<file path="config.mk">
export PLATFORM = sky130hd
export DESIGN_NAME = hazard_controller_flat
export DESIGN_NICKNAME = d
export VERILOG_FILES = /design/src/rtl/mips_pkg.sv /design/src/rtl/hazard_controller_if.sv /design/src/rtl/load_use_detect.sv /design/src/rtl/hazard_controller.sv /design/src/flat_wrapper.sv
export SDC_FILE = /design/constraint.sdc
export NUM_CORES = 1
export LEC_CHECK = 0
export ABC_AREA = 1
export BUFFER_PORTS_ARGS = -buffer_cell sky130_fd_sc_hd__buf_4
export CAP_MARGIN = 10
export CORE_MARGIN = 2
export CORE_UTILIZATION = 35
export DETAILED_ROUTE_END_ITERATION = 7
export GPL_TIMING_DRIVEN = 1
export HOLD_SLACK_MARGIN = 0.08
export SLEW_MARGIN = 20
export SYNTH_ARGS = -nofsm -noshare
export SYNTH_HDL_FRONTEND = slang
export SYNTH_SLANG_ARGS = --single-unit
</file>
<file path="constraint.sdc">
create_clock -name clk -period 2.3 [get_ports clk]
set_clock_uncertainty 0.1 [all_clocks]
set_input_delay 0.23 -clock clk [delete_from_list [all_inputs] [get_ports clk]]
set_output_delay 0.23 -clock clk [all_outputs]
set_load 0.02 [all_outputs]
</file>
<file path="src/rtl/mips_pkg.sv">
// Shared definitions for the pipeline hazard controller: the FSM state encoding
// and the widths of the register specifiers and counters.
package mips_pkg;

    localparam int REG_W       = 5;
    localparam int MD_LEN_W    = 6;
    localparam int STALL_CNT_W = 16;

    typedef enum logic [1:0] {
        RUN      = 2'b00,
        MD_BUSY  = 2'b01,
        MEM_WAIT = 2'b10
    } state_t;

endpackage

</file>
<file path="src/rtl/hazard_controller_if.sv">
// Bundle between the pipeline datapath (master) and the hazard controller (slave).
interface hazard_controller_if;
    import mips_pkg::*;

    logic                   memread_idex;
    logic [REG_W-1:0]       rt_idex;
    logic [REG_W-1:0]       rs_ifid;
    logic [REG_W-1:0]       rt_ifid;
    logic                   branch_taken_ex;
    logic                   md_start;
    logic [MD_LEN_W-1:0]    md_len;
    logic                   dmem_req;
    logic                   dmem_ready;
    logic                   stall_clr;

    logic                   pc_en;
    logic                   ifid_en;
    logic                   idex_en;
    logic                   exmem_en;
    logic                   ifid_flush;
    logic                   idex_flush;
    logic                   md_busy;
    logic                   md_done;
    logic [STALL_CNT_W-1:0] stall_cycles;

    modport master (
        output memread_idex, rt_idex, rs_ifid, rt_ifid, branch_taken_ex,
               md_start, md_len, dmem_req, dmem_ready, stall_clr,
        input  pc_en, ifid_en, idex_en, exmem_en, ifid_flush, idex_flush,
               md_busy, md_done, stall_cycles
    );

    modport slave (
        input  memread_idex, rt_idex, rs_ifid, rt_ifid, branch_taken_ex,
               md_start, md_len, dmem_req, dmem_ready, stall_clr,
        output pc_en, ifid_en, idex_en, exmem_en, ifid_flush, idex_flush,
               md_busy, md_done, stall_cycles
    );

endinterface

</file>
<file path="src/rtl/load_use_detect.sv">
// Load-use compare: a load in ID/EX whose destination feeds the instruction in IF/ID.
module load_use_detect
    import mips_pkg::*;
(
    input  logic             memread_idex,
    input  logic [REG_W-1:0] rt_idex,
    input  logic [REG_W-1:0] rs_ifid,
    input  logic [REG_W-1:0] rt_ifid,
    output logic             lu_hazard
);

    // $zero is never a real dependency
    assign lu_hazard = memread_idex && (rt_idex != '0) &&
                       ((rt_idex == rs_ifid) || (rt_idex == rt_ifid));

endmodule

</file>
<file path="src/rtl/hazard_controller.sv">
// Pipeline hazard controller: load-use bubbles, branch flushes, multi-cycle
// mult/div freeze, data-memory wait states and a saturating stall counter.
module hazard_controller
    import mips_pkg::*;
(
    input  logic               clk,
    input  logic               reset_n,
    hazard_controller_if.slave bus
);

    logic                   lu_hazard;
    logic                   mem_stall;
    logic [MD_LEN_W-1:0]    md_load;
    state_t                 state;
    state_t                 state_next;
    logic [MD_LEN_W-1:0]    md_cnt;
    logic [MD_LEN_W-1:0]    md_cnt_next;
    logic                   md_done_set;
    logic                   md_done;
    logic [STALL_CNT_W-1:0] stall_cycles;
    logic                   pc_en_c;
    logic                   ifid_en_c;
    logic                   idex_en_c;
    logic                   exmem_en_c;
    logic                   ifid_flush_c;
    logic                   idex_flush_c;
    logic                   md_busy_c;

    load_use_detect u_load_use_detect (
        .memread_idex (bus.memread_idex),
        .rt_idex      (bus.rt_idex),
        .rs_ifid      (bus.rs_ifid),
        .rt_ifid      (bus.rt_ifid),
        .lu_hazard    (lu_hazard)
    );

    assign mem_stall = bus.dmem_req && !bus.dmem_ready;
    assign md_load   = (bus.md_len == '0) ? '0 : bus.md_len - MD_LEN_W'(1);

    // The issue cycle is the first busy cycle, so md_cnt holds the cycles
    // still to run; MD_BUSY expires on the cycle whose decrement reaches zero.
    always_comb begin
        state_next   = state;
        md_cnt_next  = md_cnt;
        md_done_set  = 1'b0;
        pc_en_c      = 1'b1;
        ifid_en_c    = 1'b1;
        idex_en_c    = 1'b1;
        exmem_en_c   = 1'b1;
        ifid_flush_c = 1'b0;
        idex_flush_c = 1'b0;
        md_busy_c    = 1'b0;
        case (state)
            RUN: begin
                if (mem_stall) begin
                    pc_en_c    = 1'b0;
                    ifid_en_c  = 1'b0;
                    idex_en_c  = 1'b0;
                    exmem_en_c = 1'b0;
                    state_next = MEM_WAIT;
                end else if (bus.md_start) begin
                    pc_en_c     = 1'b0;
                    ifid_en_c   = 1'b0;
                    idex_en_c   = 1'b0;
                    md_cnt_next = md_load;
                    if (md_load != '0) state_next  = MD_BUSY;
                    else               md_done_set = 1'b1;
                end else if (bus.branch_taken_ex) begin
                    ifid_flush_c = 1'b1;
                    idex_flush_c = 1'b1;
                end else if (lu_hazard) begin
                    pc_en_c      = 1'b0;
                    ifid_en_c    = 1'b0;
                    idex_flush_c = 1'b1;
                end
            end
            MD_BUSY: begin
                md_busy_c  = 1'b1;
                pc_en_c    = 1'b0;
                ifid_en_c  = 1'b0;
                idex_en_c  = 1'b0;
                exmem_en_c = !mem_stall;
                if (md_cnt != '0) md_cnt_next = md_cnt - MD_LEN_W'(1);
                if (md_cnt <= MD_LEN_W'(1)) begin
                    md_done_set = 1'b1;
                    state_next  = mem_stall ? MEM_WAIT : RUN;
                end
            end
            MEM_WAIT: begin
                pc_en_c    = bus.dmem_ready;
                ifid_en_c  = bus.dmem_ready;
                idex_en_c  = bus.dmem_ready;
                exmem_en_c = bus.dmem_ready;
                if (bus.dmem_ready) state_next = RUN;
            end
            default: state_next = RUN;
        endcase
    end

    always_ff @(posedge clk or negedge reset_n) begin
        if (!reset_n) begin
            state        <= RUN;
            md_cnt       <= '0;
            md_done      <= 1'b0;
            stall_cycles <= '0;
        end else begin
            state   <= state_next;
            md_cnt  <= md_cnt_next;
            md_done <= md_done_set;
            if (bus.stall_clr)
                stall_cycles <= '0;
            else if (!pc_en_c && (stall_cycles != '1))
                stall_cycles <= stall_cycles + STALL_CNT_W'(1);
        end
    end

    // Reset holds every stage frozen with no bubbles injected
    assign bus.pc_en        = reset_n && pc_en_c;
    assign bus.ifid_en      = reset_n && ifid_en_c;
    assign bus.idex_en      = reset_n && idex_en_c;
    assign bus.exmem_en     = reset_n && exmem_en_c;
    assign bus.ifid_flush   = reset_n && ifid_flush_c;
    assign bus.idex_flush   = reset_n && idex_flush_c;
    assign bus.md_busy      = reset_n && md_busy_c;
    assign bus.md_done      = md_done;
    assign bus.stall_cycles = stall_cycles;

endmodule

</file>
<file path="src/flat_wrapper.sv">
// flat-port wrapper written by rule: the top's interface ports become plain ports
module hazard_controller_flat import mips_pkg::*;
  (clk, reset_n, bus_memread_idex, bus_rt_idex, bus_rs_ifid, bus_rt_ifid, bus_branch_taken_ex, bus_md_start, bus_md_len, bus_dmem_req, bus_dmem_ready, bus_stall_clr, bus_pc_en, bus_ifid_en, bus_idex_en, bus_exmem_en, bus_ifid_flush, bus_idex_flush, bus_md_busy, bus_md_done, bus_stall_cycles);
  hazard_controller_if bus_i ();
  input  logic clk;
  input  logic reset_n;
  input wire logic [$bits(bus_i.memread_idex)-1:0] bus_memread_idex;
  input wire logic [$bits(bus_i.rt_idex)-1:0] bus_rt_idex;
  input wire logic [$bits(bus_i.rs_ifid)-1:0] bus_rs_ifid;
  input wire logic [$bits(bus_i.rt_ifid)-1:0] bus_rt_ifid;
  input wire logic [$bits(bus_i.branch_taken_ex)-1:0] bus_branch_taken_ex;
  input wire logic [$bits(bus_i.md_start)-1:0] bus_md_start;
  input wire logic [$bits(bus_i.md_len)-1:0] bus_md_len;
  input wire logic [$bits(bus_i.dmem_req)-1:0] bus_dmem_req;
  input wire logic [$bits(bus_i.dmem_ready)-1:0] bus_dmem_ready;
  input wire logic [$bits(bus_i.stall_clr)-1:0] bus_stall_clr;
  output wire logic [$bits(bus_i.pc_en)-1:0] bus_pc_en;
  output wire logic [$bits(bus_i.ifid_en)-1:0] bus_ifid_en;
  output wire logic [$bits(bus_i.idex_en)-1:0] bus_idex_en;
  output wire logic [$bits(bus_i.exmem_en)-1:0] bus_exmem_en;
  output wire logic [$bits(bus_i.ifid_flush)-1:0] bus_ifid_flush;
  output wire logic [$bits(bus_i.idex_flush)-1:0] bus_idex_flush;
  output wire logic [$bits(bus_i.md_busy)-1:0] bus_md_busy;
  output wire logic [$bits(bus_i.md_done)-1:0] bus_md_done;
  output wire logic [$bits(bus_i.stall_cycles)-1:0] bus_stall_cycles;
  assign bus_i.memread_idex = bus_memread_idex;
  assign bus_i.rt_idex = bus_rt_idex;
  assign bus_i.rs_ifid = bus_rs_ifid;
  assign bus_i.rt_ifid = bus_rt_ifid;
  assign bus_i.branch_taken_ex = bus_branch_taken_ex;
  assign bus_i.md_start = bus_md_start;
  assign bus_i.md_len = bus_md_len;
  assign bus_i.dmem_req = bus_dmem_req;
  assign bus_i.dmem_ready = bus_dmem_ready;
  assign bus_i.stall_clr = bus_stall_clr;
  assign bus_pc_en = bus_i.pc_en;
  assign bus_ifid_en = bus_i.ifid_en;
  assign bus_idex_en = bus_i.idex_en;
  assign bus_exmem_en = bus_i.exmem_en;
  assign bus_ifid_flush = bus_i.ifid_flush;
  assign bus_idex_flush = bus_i.idex_flush;
  assign bus_md_busy = bus_i.md_busy;
  assign bus_md_done = bus_i.md_done;
  assign bus_stall_cycles = bus_i.stall_cycles;
  hazard_controller u_core (.clk(clk), .reset_n(reset_n), .bus(bus_i));
endmodule
</file>
Word level (Yosys, flattened, before mapping)
Cells that the tools add are included.
- register bits: 25
- input bits: 29
- logic and storage cells: 82
- add/sub/neg operators: 3
- magnitude comparators: 1
- equal/unequal tests: 12
- muxes and demuxes: 39
- reductions and logical operators: 23
- operators by type and width (operator ; number):
    $mux W16 ; 2
    $mux W6 ; 4
    $mux W1 ; 21
    $add A16 B1 Y16 const B ; 1
    $ne A16 B16 Y1 const B ; 1
    $mux W2 ; 6
    $pmux W6 S2 ; 1
    $reduce_bool A6 Y1 ; 2
    $sub A6 B1 Y6 const B ; 2
    $eq A5 B5 Y1 ; 2
    $logic_and A1 B1 Y1 ; 10
    $pmux W1 S3 ; 3
    $reduce_and A4 Y1 ; 2
    $le A6 B1 Y1 const B ; 1
    $logic_not A6 Y1 ; 1
    $ne A2 B2 Y1 const B ; 3
    $pmux W2 S3 ; 1
    $reduce_bool A5 Y1 ; 1
    $ne A2 B1 Y1 const B ; 2
    $reduce_bool A2 Y1 ; 2
    $logic_not A1 Y1 ; 3
    $ne A3 B1 Y1 const B ; 1
    $ne A3 B2 Y1 const B ; 1
    $eq A2 B1 Y1 const B ; 1
    4 further kinds ; 4

Longest topological paths before layout
- word-level depth: 12
- mapped depth: 12
- depth with buffers taken out: 11

Modules after synthesis
A second synthesis with hierarchy kept.
- cell total of the unflattened synthesis: 321
- area total of the unflattened synthesis: 2078.2 um2
- by module, submodules not included (module ; instances ; cells each ; area an instance (um2) ; seq. area each (um2)):
    hazard_controller ; 1 ; 276 ; 1883.1 ; 625.6
    load_use_detect ; 1 ; 45 ; 195.2 ; 0.0

Least setup slack after synthesis
Ideal clock, no wire load.
- path kind: register to output
- start point: register u_core.state[1]
- end point: output bus_pc_en
- arrival: 1.581 ns
- required time: 1.970 ns
- path slack: 0.389 ns
- stages on the path, launching flop included: 9
- cells stage by stage: dfrtp_1 nor2_1 nand2_1 nor2_1 inv_1 a21oi_1 nand2_1 inv_1 buf_4
- word-level cells in the longest chain between the ends: 3
- elaborated cells between the ends (all ways): 5
- those cells by class: 2 x eq/ne; 1 x mux; 2 x reduce/logical
- ends and longest elaborated chain (element ; line ; text):
    from (decl) ; hazard_controller.sv:14 ; state_t state;
    from (signal assigned) ; hazard_controller.sv:107 ; state <= state_next;
    $eq A2 B2 Y1, or another cell as far along ; -- ;
    $pmux W1 S3 * ; -- ;
    $logic_and A1 B1 Y1 * ; -- ;
    to (decl) ; flat_wrapper.sv:17 ; output wire logic [$bits(bus_i.pc_en)-1:0] bus_pc_en;
Every way passes the cells marked *; elsewhere a longest branch is shown, timed or not.

Final worst setup path
- start point: register u_core.state[1]
- end point: output bus_ifid_en
- word-level cells in the longest chain between the ends: 3
- elaborated cells between the ends (all ways): 5
- those cells by class: 2 x eq/ne; 1 x mux; 2 x reduce/logical
- ends and longest elaborated chain (element ; line ; text):
    $eq A2 B2 Y1, or another cell as far along ; hazard_controller.sv:53 ; case (state)
    $pmux W1 S3 * ; hazard_controller.sv:53 ;
    $logic_and A1 B1 Y1 * ; hazard_controller.sv:119 ; assign bus.ifid_en = reset_n && ifid_en_c;
    to (decl) ; flat_wrapper.sv:18 ; output wire logic [$bits(bus_i.ifid_en)-1:0] bus_ifid_en;
Marks and branches as above.

==> flow_metrics.py <==
metrics = {
    "synth": {
        "synth_top_family_by_area": "simple AND/OR/NAND/NOR gates",
        "yosys.area_share.xor_xnor": 0.07675,
        "syn-instance-count": 318,
        "synth_compound_area_frac": 0.05770,
        "syn_area_per_cell_um2": 6.819,
        "synth_area_um2": 2168,
        "yosysWarnings": 0,
        "synth.mux.area_fraction": 0,
        "synth-seq-cells": 25,
        "synth-simple-area-share": 0.4149,
        "yosysSeqAreaShare": 0.2885,
        "synth_nets": 352,
        "synth.distinct_cells": 27,
        "synth_adder_area_share": 0.02885,
    },
    "setup_path": {
        "r2r_slack_ns": 0.46,
        "critical_path_class": "reg2out",
        "worstSetupEndpointType": "output pin",
        "crit_required_ns": 1.97,
        "max_stage_delay_ns": 0.42,
        "worstPathMaxFanout": 4,
        "cp_slowest_cell": "dfrtp_1",
        "reg2reg_to": "u_core.bus.stall_cycles[6]",
        "start_kind": "register",
        "cp_cell_sequence": "nor2_1, nand2_1, nor2_1, inv_1, a21oi_1, nand2_1, inv_1, buf_4",
        "r2r_cells": 7,
        "cp.arrival_ns": 1.61,
        "rr_startpoint": "u_core.bus.stall_cycles[0]",
    },
    "hold_path": {
        "hold_start": "bus_dmem_ready",
        "hold_end": "u_core.state[1]",
        "holdCritPathClass": "in2reg",
        "holdPathStages": 4,
    },
    "finish": {
        "filler_cell_count": 639,
        "fin_util": 0.4490,
        "instances_no_fill": 445,
        "area_delta_synth_final_pct": 23.31,
        "fin_nets": 405,
        "num_antenna_cells": 0,
        "drive_gt1_frac": 0.2351,
        "final_area_um2": 2674,
    },
    "sta": {
        "rsz0062_at_grt": "no",
        "slew_headroom": 0.7570,
        "worst_pin_slew_ns": 0.3646,
        "setup_viol": 0,
        "finalCritPeriodShare": 0.8438,
        "hold_viol": 0,
        "timing.fmax_mhz": 515.2,
        "period_needed_ns": 1.941,
        "fin_tns_setup_ns": 0,
        "finalMaxSlewViolations": 0,
        "setup_ws_ns": 0.3592,
    },
    "global_routing": {
        "grt_overflow": 0,
        "top_usage_layer": "met2",
        "grt_max_degree": 33,
        "use_met3": 0.02826,
        "groute.usage.overall": 0.1599,
        "gr-usage-met1": 0.1868,
        "gr-usage-met2": 0.3040,
        "antenna_found_initial": 0,
        "grt_first_pass_wirelength_um": 8638,
        "grt_pass1_vias": 2010,
    },
    "power_and_ir_drop": {
        "sequentialPowerShare": 0.333,
        "power_frac_clock": 0.148,
        "p_sw_frac": 0.4529,
        "intPower_mw": 1.000,
        "switching_power_mw": 0.8279,
        "p_leak_nw": 1.459,
        "power_frac_comb": 0.518,
        "irDropWorstVdd_mv": 0.4897,
        "p_per_area_nw_per_um2": 683.7,
    },
    "die": {
        "io-pin-count": 53,
        "start_util": 0.3641,
        "die_area_um2": 6841,
        "die-width_um": 82.71,
        "core_um2": 5956,
        "rows": 28,
        "die_h_um": 82.71,
    },
    "routing": {
        "viasPerCell": 4.775,
        "ant_nets": 0,
        "first_iter_violations": 63,
        "post_drt_wl_per_cell_um": 11.37,
        "drc_errors": 0,
        "drt_pass1_iterations": 4,
        "dr_total_vias": 2125,
        "wl_um": 5058,
    },
    "place": {
        "placed_cells": 440,
        "placed_cell_area_um2": 2615,
        "pre_cts_ws_ns": 0.4687,
        "place_congestion": 0.8670,
        "portBuffers": 52,
        "dp_hpwl_um": 4067,
    },
    "clocking": {
        "htree_levels": 1,
        "cts_tree": "yes",
        "root_buffer": "clkbuf_8",
        "cts.sinks": 25,
        "cts_max_path_buffers": 2,
        "clkTransAtPathRegs_ns": 0.09,
        "cts_buffers": 3,
        "cts-resized-gates": 0,
        "clk-insertion-delay-late_ns": 0.27,
    },
    "flow_run": {
        "maxCapViolCount": 0,
    },
    "outcome": {
        "status": "complete, no violations",
    },
}
==> worst max path at each step <==
stage	end	slack, ns	depth (start not counted)	from
after floorplan	bus_pc_en	0.39	8	u_core.state[1]
after global placement	u_core.bus.stall_cycles[9]	0.52	7	u_core.bus.stall_cycles[0]
after detailed placement	u_core.bus.stall_cycles[10]	0.47	7	u_core.bus.stall_cycles[0]
after CTS	bus_ifid_en	0.34	8	u_core.state[1]
after global routing	bus_pc_en	0.11	8	u_core.state[1]
final	bus_ifid_en	0.36	8	u_core.state[1]
==> routing by layer <==
metal	vias up	wire, um
li1	1123	-
met1	974	2217
met2	24	2688
met3	4	116
met4	0	35
met5	-	0
==> placed cells by master, fill, tap and decap left out, drive strengths merged, types with 12 or more instances in the layout <==
cell type / netlist / final
nor2: 32 / 32
inv: 58 / 58
nand4: 24 / 24
dfrtp: 25 / 25
nand2: 77 / 77
buf: 9 / 56
xor2: 16 / 16
nand3: 35 / 35
o21ai: 12 / 12
==> logic make-up after synthesis <==
logic type      after synthesis
compound gates               24
xor+xnor                     19
fa+ha+maj                     5
buf+inv                      68
flops                        25
simple gates                177
==> sequential cells by signal, summed over array words and instances, names as in the netlist <==
register	flops
u_core.md_cnt	6
u_core.bus.md_done	1
u_core.state	2
u_core.bus.stall_cycles	16
==> power by group through the flow <==
stage	Sequential, mW	Clock [mW]	Combinational [mW]
after floorplan	0.633	0	0.695
after global placement	0.614	0	0.946
after detailed placement	0.620	0	0.955
after CTS	0.610	0.288	0.961
after global routing	0.626	0.307	1.07
final	0.609	0.271	0.948
==> per-stage QoR <==
| stage | hold slack, ns | total power [mW] |
|---|---|---|
| 3_5_place_dp | 0.1996 | 1.575 |
| 2_1_floorplan | -0.1656 | 1.328 |
| 4_1_cts | 0.1119 | 1.860 |
| 5_1_grt | 0.1305 | 2.002 |
| 3_3_place_gp | 0.2000 | 1.560 |
| 6_report | 0.1204 | 1.828 |
==> layout make-up <==
| class | count | area [um^2] | area share |
|---|---|---|---|
| Sequential cell | 25 | 625.6 | 0.2340 |
| Timing Repair Buffer | 57 | 430.4 | 0.1610 |
| Inverter | 59 | 221.5 | 0.08283 |
| Tap cell | 75 | 93.84 | 0.03510 |
| Multi-Input combinational cell | 225 | 1254 | 0.4689 |
| Clock buffer | 3 | 41.29 | 0.01544 |
| Clock inverter | 1 | 7.507 | 0.002808 |
==> critical path: cells and delay by family, from the launching register on <==
kind	cells	cell delay, ns
AO/OA/AOI/OAI	1	0.18
buffers and inverters	3	0.29
flip-flops	1	0.42
AND/OR/NAND/NOR	4	0.44
==> synthesized netlist by cell type <==
cell      number  share of area
a21oi_1        8          0.018
a31oi_1        2         0.0058
buf_12         1         0.0092
buf_2          5          0.012
buf_4          3          0.010
clkinv_1       1         0.0017
dfrtp_1       25           0.29
ha_1           5          0.029
inv_1         52          0.090
inv_2          6          0.010
nand2_1       70           0.12
nand2_2        5          0.014
nand2_4        2          0.010
nand3_1       24          0.055
nand3_2       10          0.046
nand3_4        1         0.0081
nand3b_1       1         0.0035
nand4_1       23          0.066
nand4_4        1         0.0098
nor2_1        31          0.054
nor2_4         1         0.0052
nor3_1         7          0.016
nor3_2         1         0.0046
o21ai_0       12          0.028
o22ai_1        2         0.0058
xnor2_1        3          0.012
xor2_1        16          0.065
==> repair_timing <==
| action | CTS | global route |
|---|---|---|
| buffers inserted | 0 | 0 |
| setup endpoints to repair | 0 | 0 |
| hold buffers | 1 | 0 |
| hold endpoints to repair | 25 | 0 |
(Power assumes the default switching activity.)
